==> src/rtl/mesi_tag_ctrl_pkg.sv <==
// Shared types and default widths for the MESI tag-array controller.
// The state encoding is chosen so that a zero-initialised array reads as all-Invalid.
package mesi_pkg;

  localparam int ADDR_W = 32;
  localparam int IDX_W  = 10;
  localparam int TAG_W  = 20;

  typedef enum logic [1:0] {
    MESI_I = 2'b00,
    MESI_S = 2'b01,
    MESI_E = 2'b10,
    MESI_M = 2'b11
  } mesi_e;

  typedef enum logic [1:0] {
    BUS_NONE = 2'b00,
    BUS_RD   = 2'b01,
    BUS_RDX  = 2'b10,
    BUS_UPGR = 2'b11
  } bus_op_e;

  typedef enum logic [1:0] {
    ST_IDLE     = 2'b00,
    ST_LOOKUP   = 2'b01,
    ST_UPDATE   = 2'b10,
    ST_BUS_WAIT = 2'b11
  } fsm_e;

endpackage

==> src/rtl/mesi_tag_ctrl_if.sv <==
// CPU, snoop, coherence-bus and tag-array signals of the controller.
// The slave modport is the controller; master is the surrounding core/bus/array.
interface mesi_tag_ctrl_if
  import mesi_pkg::*;
#(
  parameter int A_W = ADDR_W,
  parameter int I_W = IDX_W,
  parameter int T_W = TAG_W
);
  logic           cpu_req_valid;
  logic           cpu_req_ready;
  logic [A_W-1:0] cpu_req_addr;
  logic           cpu_req_wr;
  logic           cpu_rsp_valid;
  logic           cpu_rsp_hit;

  logic           snp_valid;
  logic           snp_ready;
  logic [A_W-1:0] snp_addr;
  logic           snp_rdx;
  logic           snp_rsp_valid;
  logic           snp_rsp_hit;
  logic           snp_rsp_flush;

  logic           bus_req_valid;
  logic [1:0]     bus_req_op;
  logic [A_W-1:0] bus_req_addr;
  logic           bus_req_wb;
  logic           bus_done;
  logic           bus_shared;

  logic [I_W-1:0] ta_index;
  logic [T_W-1:0] ta_tag_in;
  logic [1:0]     ta_state_in;
  logic           ta_write_en;
  logic [T_W-1:0] ta_tag_out;
  logic [1:0]     ta_state_out;

  modport slave (
    input  cpu_req_valid, cpu_req_addr, cpu_req_wr,
    output cpu_req_ready, cpu_rsp_valid, cpu_rsp_hit,
    input  snp_valid, snp_addr, snp_rdx,
    output snp_ready, snp_rsp_valid, snp_rsp_hit, snp_rsp_flush,
    output bus_req_valid, bus_req_op, bus_req_addr, bus_req_wb,
    input  bus_done, bus_shared,
    output ta_index, ta_tag_in, ta_state_in, ta_write_en,
    input  ta_tag_out, ta_state_out
  );

  modport master (
    output cpu_req_valid, cpu_req_addr, cpu_req_wr,
    input  cpu_req_ready, cpu_rsp_valid, cpu_rsp_hit,
    output snp_valid, snp_addr, snp_rdx,
    input  snp_ready, snp_rsp_valid, snp_rsp_hit, snp_rsp_flush,
    input  bus_req_valid, bus_req_op, bus_req_addr, bus_req_wb,
    output bus_done, bus_shared,
    input  ta_index, ta_tag_in, ta_state_in, ta_write_en,
    output ta_tag_out, ta_state_out
  );
endinterface

==> src/rtl/mesi_tag_ctrl_next_state.sv <==
// Pure MESI transition table: given the looked-up line and the request kind,
// decide the new state, whether the array must be written, the bus op and flush.
module mesi_next_state
  import mesi_pkg::*;
(
  input  mesi_e   old_state,
  input  logic    is_snoop,
  input  logic    is_write,
  input  logic    hit,
  input  logic    bus_shared,
  output mesi_e   new_state,
  output logic    write_needed,
  output bus_op_e bus_op,
  output logic    flush
);

  always_comb begin
    new_state    = old_state;
    write_needed = 1'b0;
    bus_op       = BUS_NONE;
    flush        = 1'b0;
    if (is_snoop) begin
      if (hit) begin
        flush = (old_state == MESI_M);
        if (is_write) begin
          new_state    = MESI_I;
          write_needed = 1'b1;
        end else begin
          new_state    = MESI_S;
          write_needed = (old_state != MESI_S);
        end
      end
    end else if (hit) begin
      if (is_write) begin
        case (old_state)
          MESI_E: begin
            new_state    = MESI_M;
            write_needed = 1'b1;
          end
          MESI_S: begin
            new_state    = MESI_M;
            write_needed = 1'b1;
            bus_op       = BUS_UPGR;
          end
          default: ;
        endcase
      end
    end else begin
      write_needed = 1'b1;
      if (is_write) begin
        new_state = MESI_M;
        bus_op    = BUS_RDX;
      end else begin
        // Final S/E choice is re-evaluated with bus_shared when the fill completes.
        new_state = bus_shared ? MESI_S : MESI_E;
        bus_op    = BUS_RD;
      end
    end
  end

endmodule

==> src/rtl/mesi_tag_ctrl.sv <==
// Sequencing FSM for the MESI tag array: arbitrates CPU and snoop requests,
// looks up the line, issues bus transactions and writes back tag/state.
module mesi_tag_ctrl
  import mesi_pkg::*;
(
  input  logic            clk,
  input  logic            rst,
  mesi_tag_ctrl_if.slave  io
);

  fsm_e              state_q, state_d;
  logic [ADDR_W-1:0] addr_q, addr_d;
  logic              snoop_q, snoop_d;
  logic              wr_q, wr_d;
  logic              hit_q, hit_d;
  logic              wb_q, wb_d;
  logic              write_q, write_d;
  logic              flush_q, flush_d;
  mesi_e             old_q, old_d;
  mesi_e             new_q, new_d;
  bus_op_e           op_q, op_d;

  logic [IDX_W-1:0]  idx;
  logic [TAG_W-1:0]  tag;
  logic              hit_now;
  mesi_e             ns_old;
  logic              ns_hit;
  mesi_e             ns_new;
  logic              ns_write;
  bus_op_e           ns_op;
  logic              ns_flush;

  assign idx     = addr_q[IDX_W+1:2];
  assign tag     = addr_q[ADDR_W-1:IDX_W+2];
  assign hit_now = (io.ta_tag_out == tag) && (mesi_e'(io.ta_state_out) != MESI_I);

  // During LOOKUP the table sees the live array read; in BUS_WAIT it sees the
  // latched lookup so the fill state can pick up bus_shared at completion.
  assign ns_old = (state_q == ST_LOOKUP) ? mesi_e'(io.ta_state_out) : old_q;
  assign ns_hit = (state_q == ST_LOOKUP) ? hit_now : hit_q;

  mesi_next_state u_next_state (
    .old_state    (ns_old),
    .is_snoop     (snoop_q),
    .is_write     (wr_q),
    .hit          (ns_hit),
    .bus_shared   (io.bus_shared),
    .new_state    (ns_new),
    .write_needed (ns_write),
    .bus_op       (ns_op),
    .flush        (ns_flush)
  );

  always_comb begin
    state_d = state_q;
    addr_d  = addr_q;
    snoop_d = snoop_q;
    wr_d    = wr_q;
    hit_d   = hit_q;
    wb_d    = wb_q;
    write_d = write_q;
    flush_d = flush_q;
    old_d   = old_q;
    new_d   = new_q;
    op_d    = op_q;

    io.cpu_req_ready = 1'b0;
    io.cpu_rsp_valid = 1'b0;
    io.cpu_rsp_hit   = 1'b0;
    io.snp_ready     = 1'b0;
    io.snp_rsp_valid = 1'b0;
    io.snp_rsp_hit   = 1'b0;
    io.snp_rsp_flush = 1'b0;
    io.bus_req_valid = 1'b0;
    io.bus_req_op    = BUS_NONE;
    io.bus_req_addr  = '0;
    io.bus_req_wb    = 1'b0;
    io.ta_index      = '0;
    io.ta_tag_in     = '0;
    io.ta_state_in   = MESI_I;
    io.ta_write_en   = 1'b0;

    case (state_q)
      ST_IDLE: begin
        io.snp_ready     = 1'b1;
        io.cpu_req_ready = !io.snp_valid;
        if (io.snp_valid) begin
          addr_d  = io.snp_addr;
          snoop_d = 1'b1;
          wr_d    = io.snp_rdx;
          state_d = ST_LOOKUP;
        end else if (io.cpu_req_valid) begin
          addr_d  = io.cpu_req_addr;
          snoop_d = 1'b0;
          wr_d    = io.cpu_req_wr;
          state_d = ST_LOOKUP;
        end
      end
      ST_LOOKUP: begin
        io.ta_index = idx;
        io.ta_tag_in = tag;
        hit_d   = hit_now;
        old_d   = mesi_e'(io.ta_state_out);
        new_d   = ns_new;
        write_d = ns_write;
        flush_d = ns_flush;
        op_d    = ns_op;
        wb_d    = ((ns_op == BUS_RD) || (ns_op == BUS_RDX)) &&
                  (mesi_e'(io.ta_state_out) == MESI_M);
        state_d = (ns_op != BUS_NONE) ? ST_BUS_WAIT : ST_UPDATE;
      end
      ST_UPDATE: begin
        io.ta_index    = idx;
        io.ta_tag_in   = tag;
        io.ta_state_in = new_q;
        io.ta_write_en = write_q;
        if (snoop_q) begin
          io.snp_rsp_valid = 1'b1;
          io.snp_rsp_hit   = hit_q;
          io.snp_rsp_flush = flush_q;
        end else begin
          io.cpu_rsp_valid = 1'b1;
          io.cpu_rsp_hit   = hit_q;
        end
        state_d = ST_IDLE;
      end
      ST_BUS_WAIT: begin
        io.ta_index      = idx;
        io.ta_tag_in     = tag;
        io.bus_req_valid = 1'b1;
        io.bus_req_op    = op_q;
        io.bus_req_addr  = addr_q;
        io.bus_req_wb    = wb_q;
        if (io.bus_done) begin
          new_d   = ns_new;
          state_d = ST_UPDATE;
        end
      end
      default: state_d = ST_IDLE;
    endcase
  end

  always_ff @(posedge clk) begin
    if (rst) begin
      state_q <= ST_IDLE;
      addr_q  <= '0;
      snoop_q <= 1'b0;
      wr_q    <= 1'b0;
      hit_q   <= 1'b0;
      wb_q    <= 1'b0;
      write_q <= 1'b0;
      flush_q <= 1'b0;
      old_q   <= MESI_I;
      new_q   <= MESI_I;
      op_q    <= BUS_NONE;
    end else begin
      state_q <= state_d;
      addr_q  <= addr_d;
      snoop_q <= snoop_d;
      wr_q    <= wr_d;
      hit_q   <= hit_d;
      wb_q    <= wb_d;
      write_q <= write_d;
      flush_q <= flush_d;
      old_q   <= old_d;
      new_q   <= new_d;
      op_q    <= op_d;
    end
  end

endmodule

==> src/flat_wrapper.sv <==
// flat-port wrapper written by rule: the top's interface ports become plain ports
module mesi_tag_ctrl_flat import mesi_pkg::*;
  (clk, rst, io_cpu_req_valid, io_cpu_req_addr, io_cpu_req_wr, io_cpu_req_ready, io_cpu_rsp_valid, io_cpu_rsp_hit, io_snp_valid, io_snp_addr, io_snp_rdx, io_snp_ready, io_snp_rsp_valid, io_snp_rsp_hit, io_snp_rsp_flush, io_bus_req_valid, io_bus_req_op, io_bus_req_addr, io_bus_req_wb, io_bus_done, io_bus_shared, io_ta_index, io_ta_tag_in, io_ta_state_in, io_ta_write_en, io_ta_tag_out, io_ta_state_out);
  mesi_tag_ctrl_if io_i ();
  input  logic clk;
  input  logic rst;
  input wire logic [$bits(io_i.cpu_req_valid)-1:0] io_cpu_req_valid;
  input wire logic [$bits(io_i.cpu_req_addr)-1:0] io_cpu_req_addr;
  input wire logic [$bits(io_i.cpu_req_wr)-1:0] io_cpu_req_wr;
  output wire logic [$bits(io_i.cpu_req_ready)-1:0] io_cpu_req_ready;
  output wire logic [$bits(io_i.cpu_rsp_valid)-1:0] io_cpu_rsp_valid;
  output wire logic [$bits(io_i.cpu_rsp_hit)-1:0] io_cpu_rsp_hit;
  input wire logic [$bits(io_i.snp_valid)-1:0] io_snp_valid;
  input wire logic [$bits(io_i.snp_addr)-1:0] io_snp_addr;
  input wire logic [$bits(io_i.snp_rdx)-1:0] io_snp_rdx;
  output wire logic [$bits(io_i.snp_ready)-1:0] io_snp_ready;
  output wire logic [$bits(io_i.snp_rsp_valid)-1:0] io_snp_rsp_valid;
  output wire logic [$bits(io_i.snp_rsp_hit)-1:0] io_snp_rsp_hit;
  output wire logic [$bits(io_i.snp_rsp_flush)-1:0] io_snp_rsp_flush;
  output wire logic [$bits(io_i.bus_req_valid)-1:0] io_bus_req_valid;
  output wire logic [$bits(io_i.bus_req_op)-1:0] io_bus_req_op;
  output wire logic [$bits(io_i.bus_req_addr)-1:0] io_bus_req_addr;
  output wire logic [$bits(io_i.bus_req_wb)-1:0] io_bus_req_wb;
  input wire logic [$bits(io_i.bus_done)-1:0] io_bus_done;
  input wire logic [$bits(io_i.bus_shared)-1:0] io_bus_shared;
  output wire logic [$bits(io_i.ta_index)-1:0] io_ta_index;
  output wire logic [$bits(io_i.ta_tag_in)-1:0] io_ta_tag_in;
  output wire logic [$bits(io_i.ta_state_in)-1:0] io_ta_state_in;
  output wire logic [$bits(io_i.ta_write_en)-1:0] io_ta_write_en;
  input wire logic [$bits(io_i.ta_tag_out)-1:0] io_ta_tag_out;
  input wire logic [$bits(io_i.ta_state_out)-1:0] io_ta_state_out;
  assign io_i.cpu_req_valid = io_cpu_req_valid;
  assign io_i.cpu_req_addr = io_cpu_req_addr;
  assign io_i.cpu_req_wr = io_cpu_req_wr;
  assign io_cpu_req_ready = io_i.cpu_req_ready;
  assign io_cpu_rsp_valid = io_i.cpu_rsp_valid;
  assign io_cpu_rsp_hit = io_i.cpu_rsp_hit;
  assign io_i.snp_valid = io_snp_valid;
  assign io_i.snp_addr = io_snp_addr;
  assign io_i.snp_rdx = io_snp_rdx;
  assign io_snp_ready = io_i.snp_ready;
  assign io_snp_rsp_valid = io_i.snp_rsp_valid;
  assign io_snp_rsp_hit = io_i.snp_rsp_hit;
  assign io_snp_rsp_flush = io_i.snp_rsp_flush;
  assign io_bus_req_valid = io_i.bus_req_valid;
  assign io_bus_req_op = io_i.bus_req_op;
  assign io_bus_req_addr = io_i.bus_req_addr;
  assign io_bus_req_wb = io_i.bus_req_wb;
  assign io_i.bus_done = io_bus_done;
  assign io_i.bus_shared = io_bus_shared;
  assign io_ta_index = io_i.ta_index;
  assign io_ta_tag_in = io_i.ta_tag_in;
  assign io_ta_state_in = io_i.ta_state_in;
  assign io_ta_write_en = io_i.ta_write_en;
  assign io_i.ta_tag_out = io_ta_tag_out;
  assign io_i.ta_state_out = io_ta_state_out;
  mesi_tag_ctrl u_core (.clk(clk), .rst(rst), .io(io_i));
endmodule
==> config.mk <==
export PLATFORM = sky130hd
export DESIGN_NAME = mesi_tag_ctrl_flat
export DESIGN_NICKNAME = d
export VERILOG_FILES = /design/src/rtl/mesi_tag_ctrl_pkg.sv /design/src/rtl/mesi_tag_ctrl_if.sv /design/src/rtl/mesi_tag_ctrl_next_state.sv /design/src/rtl/mesi_tag_ctrl.sv /design/src/flat_wrapper.sv
export SDC_FILE = /design/constraint.sdc
export NUM_CORES = 1
export LEC_CHECK = 0
export CORE_MARGIN = 2
export CORE_UTILIZATION = 35
export CTS_CLUSTER_SIZE = 28
export DETAILED_ROUTE_END_ITERATION = 6
export MAX_ROUTING_LAYER = met4
export PLACE_DENSITY = 0.78
export SYNTH_ARGS = -nofsm -noshare
export SYNTH_HDL_FRONTEND = slang
export SYNTH_HIERARCHICAL = 1
export SYNTH_SLANG_ARGS = --single-unit
export TNS_END_PERCENT = 20
==> constraint.sdc <==
create_clock -name clk -period 2.3 [get_ports clk]
set_input_delay 0.345 -clock clk [delete_from_list [all_inputs] [get_ports clk]]
set_output_delay 0.345 -clock clk [all_outputs]
set_load 0.005 [all_outputs]
Yosys cells after proc, flatten, opt, wreduce, memory -nomap -nowiden
Cells that the tools add are included.

Equal/unequal tests: 13. Mux-type cells: 56. Reductions and logical operators: 14.

Operators by type and width (count): two-way mux 32 bit (3); two-way mux 2 bit (19); two-way mux 1 bit (30); equality test 20 bit (1); two-way mux 20 bit (1); equality test 2 bit (second input constant) (6); two-way mux 10 bit (1); one-hot mux 2 bit (4 select lines) (1); nonzero test 2 bit (4); equality test 2 x 1 -> 1 bit (second input constant) (3); AND reduction 2 bit (3); one-hot mux 2 bit (2 select lines) (1); inequality test 3 bit (second input constant) (1); OR reduction 3 bit (1); logical AND 1 bit (2); zero test 2 bit (1); inequality test 2 x 1 -> 1 bit (second input constant) (1); inequality test 2 bit (second input constant) (1); OR reduction 2 bit (1); zero test 1 bit (1); logical OR 1 bit (1).

Bits in registers: 46. Input bits: 94. Output and inout port bits: 76. Logic and storage cells: 94.

Depth between registers and ports, before layout
Depth after elaboration: 10. Mapped depth: 14.

Cells and area by module
The synthesis kept the hierarchy.

Modules (own cells, without submodules): mesi_tag_ctrl (times used 1, cells each 329, area each 2736.4 sq um, seq. area each 920.9 sq um); mesi_next_state (times used 1, cells each 28, area each 201.4 sq um, seq. area each 0.0 sq um).

Least setup slack after synthesis
OpenSTA, ideal clock, no wires.

Path kind: register -> register. Start point: register u_core.state_q[0]. End point: register u_core.wb_q. Arrival: 2.250 ns. Data required time: 2.168 ns. Path slack: -0.083 ns. Stages on the path, launching flop included: 14. Buffers on the path: 3. Clock period less this slack: 2.383 ns. Cell sequence: dfxtp_1 > buf_4 > nand2b_4 > buf_6 > nor4_2 > nand4_1 > o31ai_1 > buf_6 > nand3_1 > a21oi_1 > inv_1 > ha_1 > nand4_1 > a21oi_1.

Cells in the longest elaborated chain, start to end: 10.

RTL lines: start: declaration (RTL line mesi_tag_ctrl.sv:11) `fsm_e state_q, state_d;`; start signal: assignment (RTL line mesi_tag_ctrl.sv:157) `state_q <= state_d;`; equality test 2 x 1 -> 1 bit * (RTL line mesi_tag_ctrl.sv:39, mesi_tag_ctrl.sv:40); two-way mux 2 bit; equality test 2 x 1 -> 1 bit (RTL line mesi_tag_ctrl_next_state.sv:35) `case (old_state)`; two-way mux 2 bit (RTL line mesi_tag_ctrl_next_state.sv:35); two-way mux 2 bit (RTL line mesi_tag_ctrl_next_state.sv:34) `if (is_write) begin`; two-way mux 2 bit * (RTL line mesi_tag_ctrl_next_state.sv:33) `end else if (hit) begin`; two-way mux 2 bit * (RTL line mesi_tag_ctrl_next_state.sv:22) `if (is_snoop) begin`; via u_core.ns_op[0] (RTL line mesi_tag_ctrl.sv:30) `bus_op_e ns_op;`; equality test 2 x 1 -> 1 bit or equality test 2 bit (tied branches) (RTL line mesi_tag_ctrl.sv:108) `wb_d = ((ns_op == BUS_RD) || (ns_op == BUS_RDX)) &&`; logical OR 1 bit * (RTL line mesi_tag_ctrl.sv:108); logical AND 1 bit * (RTL line mesi_tag_ctrl.sv:108); end signal: assignment (RTL line mesi_tag_ctrl.sv:162) `wb_q <= wb_d;`; end: declaration (RTL line mesi_tag_ctrl.sv:16) `logic wb_q, wb_d;`.

Mark *: on every way through the listed nets, which the timed path passes. The rest lies on a longest branch. A chain may end at the register's enable or synchronous reset.

Final worst setup path
Start point: input port io_ta_tag_out[19]. End point: register u_core.wb_q.

Cells in the longest elaborated chain, start to end: 8.

RTL lines: start: declaration (RTL line flat_wrapper.sv:30) `input wire logic [$bits(io_i.ta_tag_out)-1:0] io_ta_tag_out;`; equality test 20 bit * (RTL line mesi_tag_ctrl.sv:35) `assign hit_now = (io.ta_tag_out == tag) && (mesi_e'(io.ta_state_out) != MESI_I);`; logical AND 1 bit * (RTL line mesi_tag_ctrl.sv:35); two-way mux 1 bit *; two-way mux 2 bit * (RTL line mesi_tag_ctrl_next_state.sv:33); two-way mux 2 bit * (RTL line mesi_tag_ctrl_next_state.sv:22); via u_core.ns_op[0] (RTL line mesi_tag_ctrl.sv:30); equality test 2 x 1 -> 1 bit or equality test 2 bit (tied branches) (RTL line mesi_tag_ctrl.sv:108); logical OR 1 bit * (RTL line mesi_tag_ctrl.sv:108); logical AND 1 bit * (RTL line mesi_tag_ctrl.sv:108).

Marks and branches as above.

==> flow_metrics.py <==
metrics = {
    "placed_design": {
        "gp_congestion": 0.864,
        "port_buffers": 169,
        "placed_cells": 628,
        "dp_hpwl_mm": 7.87,
    },
    "clocking": {
        "clock_path_buffers": 2,
        "cts_buffers": 5,
        "cts_hold_buffers": 0,
        "cts.sinks": 46,
        "h-tree-depth": 2,
        "cts_tree": "yes",
        "clkTransAtPathRegs_ns": 0.09,
        "insertion_delay_ns": 0.30,
        "cts_root_buf": "clkbuf_8",
    },
    "floorplan": {
        "start_util_pct": 35.9,
        "die_w_um": 95.6,
        "ioPinCount": 170,
        "core_um2": 8180,
        "dieArea_um2": 9140,
        "fp.dieH_um": 95.6,
        "row_count": 33,
    },
    "layout": {
        "utilization_pct": 62.7,
        "drive_above_1_share_pct": 13.3,
        "regArea_um2": 937,
        "area_delta_synth_final_pct": 74.4,
        "num_antenna_cells": 0,
        "final_cells": 647,
        "multi_input_area_um2": 1890,
        "fill_cells": 713,
        "nets": 639,
    },
    "route": {
        "drcViolationCount": 0,
        "first_pass_iters": 4,
        "vias": 3283,
        "ant_nets": 0,
        "wl_mm": 10.6,
        "avgViaCountPerCell": 5.07,
        "routedWlPerCell_um": 16.4,
        "drt_iter0_markers": 153,
    },
    "sta": {
        "fin_worst_skew_ns": 0.00965,
        "slew_headroom_pct": 60.2,
        "finalHoldViolCount": 0,
        "rsz0062_at_grt": "true",
        "max_freq_ghz": 0.438,
        "tightest_slew_ns": 0.597,
        "final-max-slew-violation-count": 0,
        "finalCriticalPeriod_ns": 2.28,
        "setup_viol": 0,
        "fin_crit_sh_pct": 99.2,
    },
    "synth": {
        "netlist_instances": 357,
        "yosysTopAreaCell": "dfxtp_1",
        "synth_top_area_share_pct": 31.3,
        "synth-seq-cells": 46,
        "seq_area_frac_synth_pct": 31.3,
        "synth_edf_count": 0,
        "synth_fp_nets": 455,
        "ys_warn_count": 6,
        "synth_area_um2": 2940,
        "yosys-top-cells-area": "dfxtp_1 (31%), mux2i_1 (11%), a211oi_1 (8.7%), and3_1 (8.3%), nor2b_1 (7.9%)",
        "synth_flop_cell": "dfxtp_1",
        "syn-mean-instance-area_um2": 8.23,
        "ys_async_sr_fraction_pct": 0,
        "synth_cell_types": 37,
    },
    "run": {
        "drv_cap": 0,
    },
    "min_path": {
        "hold_class": "reg -> reg",
    },
    "worst_setup_path": {
        "cp_data_arrival_time_ns": 2.44,
        "worst_ep_required_time_ns": 2.46,
        "endpoint_kind": "register",
        "cp_max_fo": 3,
        "worstSetupPathType": "in -> reg",
        "cp-start-kind": "input port",
    },
    "pwr": {
        "power.leakage_uw": 0.00220,
        "sw_frac_of_total_pct": 33.3,
        "pwr-share-clk_pct": 20.3,
        "vdd_drop_max_mv": 0.286,
        "power.density_nw_per_um2": 484,
        "p_int_uw": 1650,
        "p_switching_uw": 825,
        "power_frac_seq_pct": 40.3,
        "comb_power_share_pct": 39.4,
    },
    "global_routing": {
        "grt_pass1_vias": 3263,
        "grt_max_degree": 63,
        "grt_first_pass_wirelength_mm": 15.7,
        "grt_remaining_overflow": 0,
        "antenna_found_initial": 0,
        "track_usage_pct": 22.9,
    },
    "run_status": {
        "status": "complete, no violations",
    },
}
cells by family after synthesis:
logic type | count (synthesis) | share of synthesized area [%]
AO/OA/AOI/OAI | 58 | 13.8
XOR/XNOR | 19 | 5.66
adder cells (fa/ha/maj) | 4 | 1.70
buffers and inverters | 38 | 6.69
flip-flops | 46 | 31.3
multiplexers | 33 | 11.2
AND/OR/NAND/NOR | 159 | 29.6
final timing paths:
kind	from	to	slack (ns)	depth (start not counted)
min	u_core/write_q$_SDFFE_PP0P_	u_core/write_q$_SDFFE_PP0P_	0.45	2
max reg2reg	u_core/addr_q[21]$_SDFFE_PP0P_	u_core/wb_q$_SDFFE_PP0P_	0.03	10
max	io_ta_tag_out[19]	u_core/wb_q$_SDFFE_PP0P_	0.02	11
min reg2reg	u_core/write_q$_SDFFE_PP0P_	u_core/write_q$_SDFFE_PP0P_	0.45	2
state kept, by name, indices dropped and copies added (netlist names), 2 cells and up:
signal / cells
u_core/addr_q: 32
u_core/new_q: 2
u_core/old_q: 2
u_core/op_q: 2
u_core/state_q: 2
final cells by class:
class                      count  area share (%)
clock buffer                   5            1.34
clock inverter                 3           0.415
inverter                       6           0.440
multi-input combinational    273            37.0
sequential                    46            18.3
tap                          105            2.56
timing repair buffer         209            40.0
worst max-delay path, stage by stage:
cell             delay [ns]
clkdlybuf4s50_1        0.41
xor2_1                 0.15
nor4_2                 0.26
nand2_1                0.16
o31ai_4                0.35
nand3_2                0.11
a21oi_2                0.16
inv_1                  0.06
ha_1                   0.29
nand4_1                0.07
a21oi_1                0.06
through the flow:
stage	setup WS [ns]	TNS [ns]	total power (uW)	area, um2	hold slack, ns
3_3_place_gp	-0.409	-1.62	1910	4830	0.439
5_1_grt	-0.0850	-0.288	2640	5120	0.478
4_1_cts	-0.0246	-0.0246	2450	4970	0.455
6_report	0.0181	0	2480	5120	0.453
3_5_place_dp	-0.445	-2.04	1930	4830	0.442
2_1_floorplan	0.0196	0	1460	2940	0.428
Yosys cell counts, types with 6 or more instances:
cell      count
xor2_1       15
nor2_1       36
dfxtp_1      46
a21oi_1      13
mux2i_1      33
and2_1        6
buf_2         7
nand2_1      21
inv_1         6
a211oi_1     34
and3_1       39
clkbuf_1     16
buf_4         6
nor2b_1      37
cells in the final DEF (no fill, tap or decap), types with 3 or more instances in the layout:
master,netlist,routed
a211oi_1,34,34
a21oi_1,13,12
and2_1,6,6
and3_1,39,39
buf_12,0,3
buf_4,6,35
clkbuf_8,0,5
clkdlybuf4s50_1,0,158
dfxtp_1,46,41
dfxtp_4,0,4
dlygate4sd2_1,0,4
dlymetal6s2s_1,0,5
ha_1,4,4
inv_1,6,6
mux2i_1,33,33
nand2_1,21,21
nand3_1,5,4
nor2_1,36,36
nor2b_1,37,35
nor4_2,1,3
xnor2_1,4,4
xor2_1,15,12
xor2_2,0,3
repair_timing:
item / CTS / global route
gates resized for setup: 15 / 21
setup buffers: 1 / 9
cloned: 0 / 1
setup endpoints to repair: 35 / 23
endpoints found under the hold margin: 0 / 0
pin swaps: 8 / 14
power by group through the flow:
stage          Clock [uW]  Sequential (uW)  Combinational [uW]
2_1_floorplan           0              971                 484
3_3_place_gp            0             1000                 903
3_5_place_dp            0             1010                 925
4_1_cts               512              993                 942
5_1_grt               558             1010                1070
6_report              504              998                 976
layer usage:
layer / track usage [%] / vias up / share of wire (%) / wire length [um]
li1: - / 1606 / - / -
met1: 26.3 / 1539 / 40 / 4270
met2: 41.1 / 122 / 53 / 5640
met3: 4.58 / 16 / 5.4 / 569
met4: 5.12 / 0 / 1.3 / 133
met5: - / - / 0 / 0
Note: power is estimated with default switching activity, not from simulation.
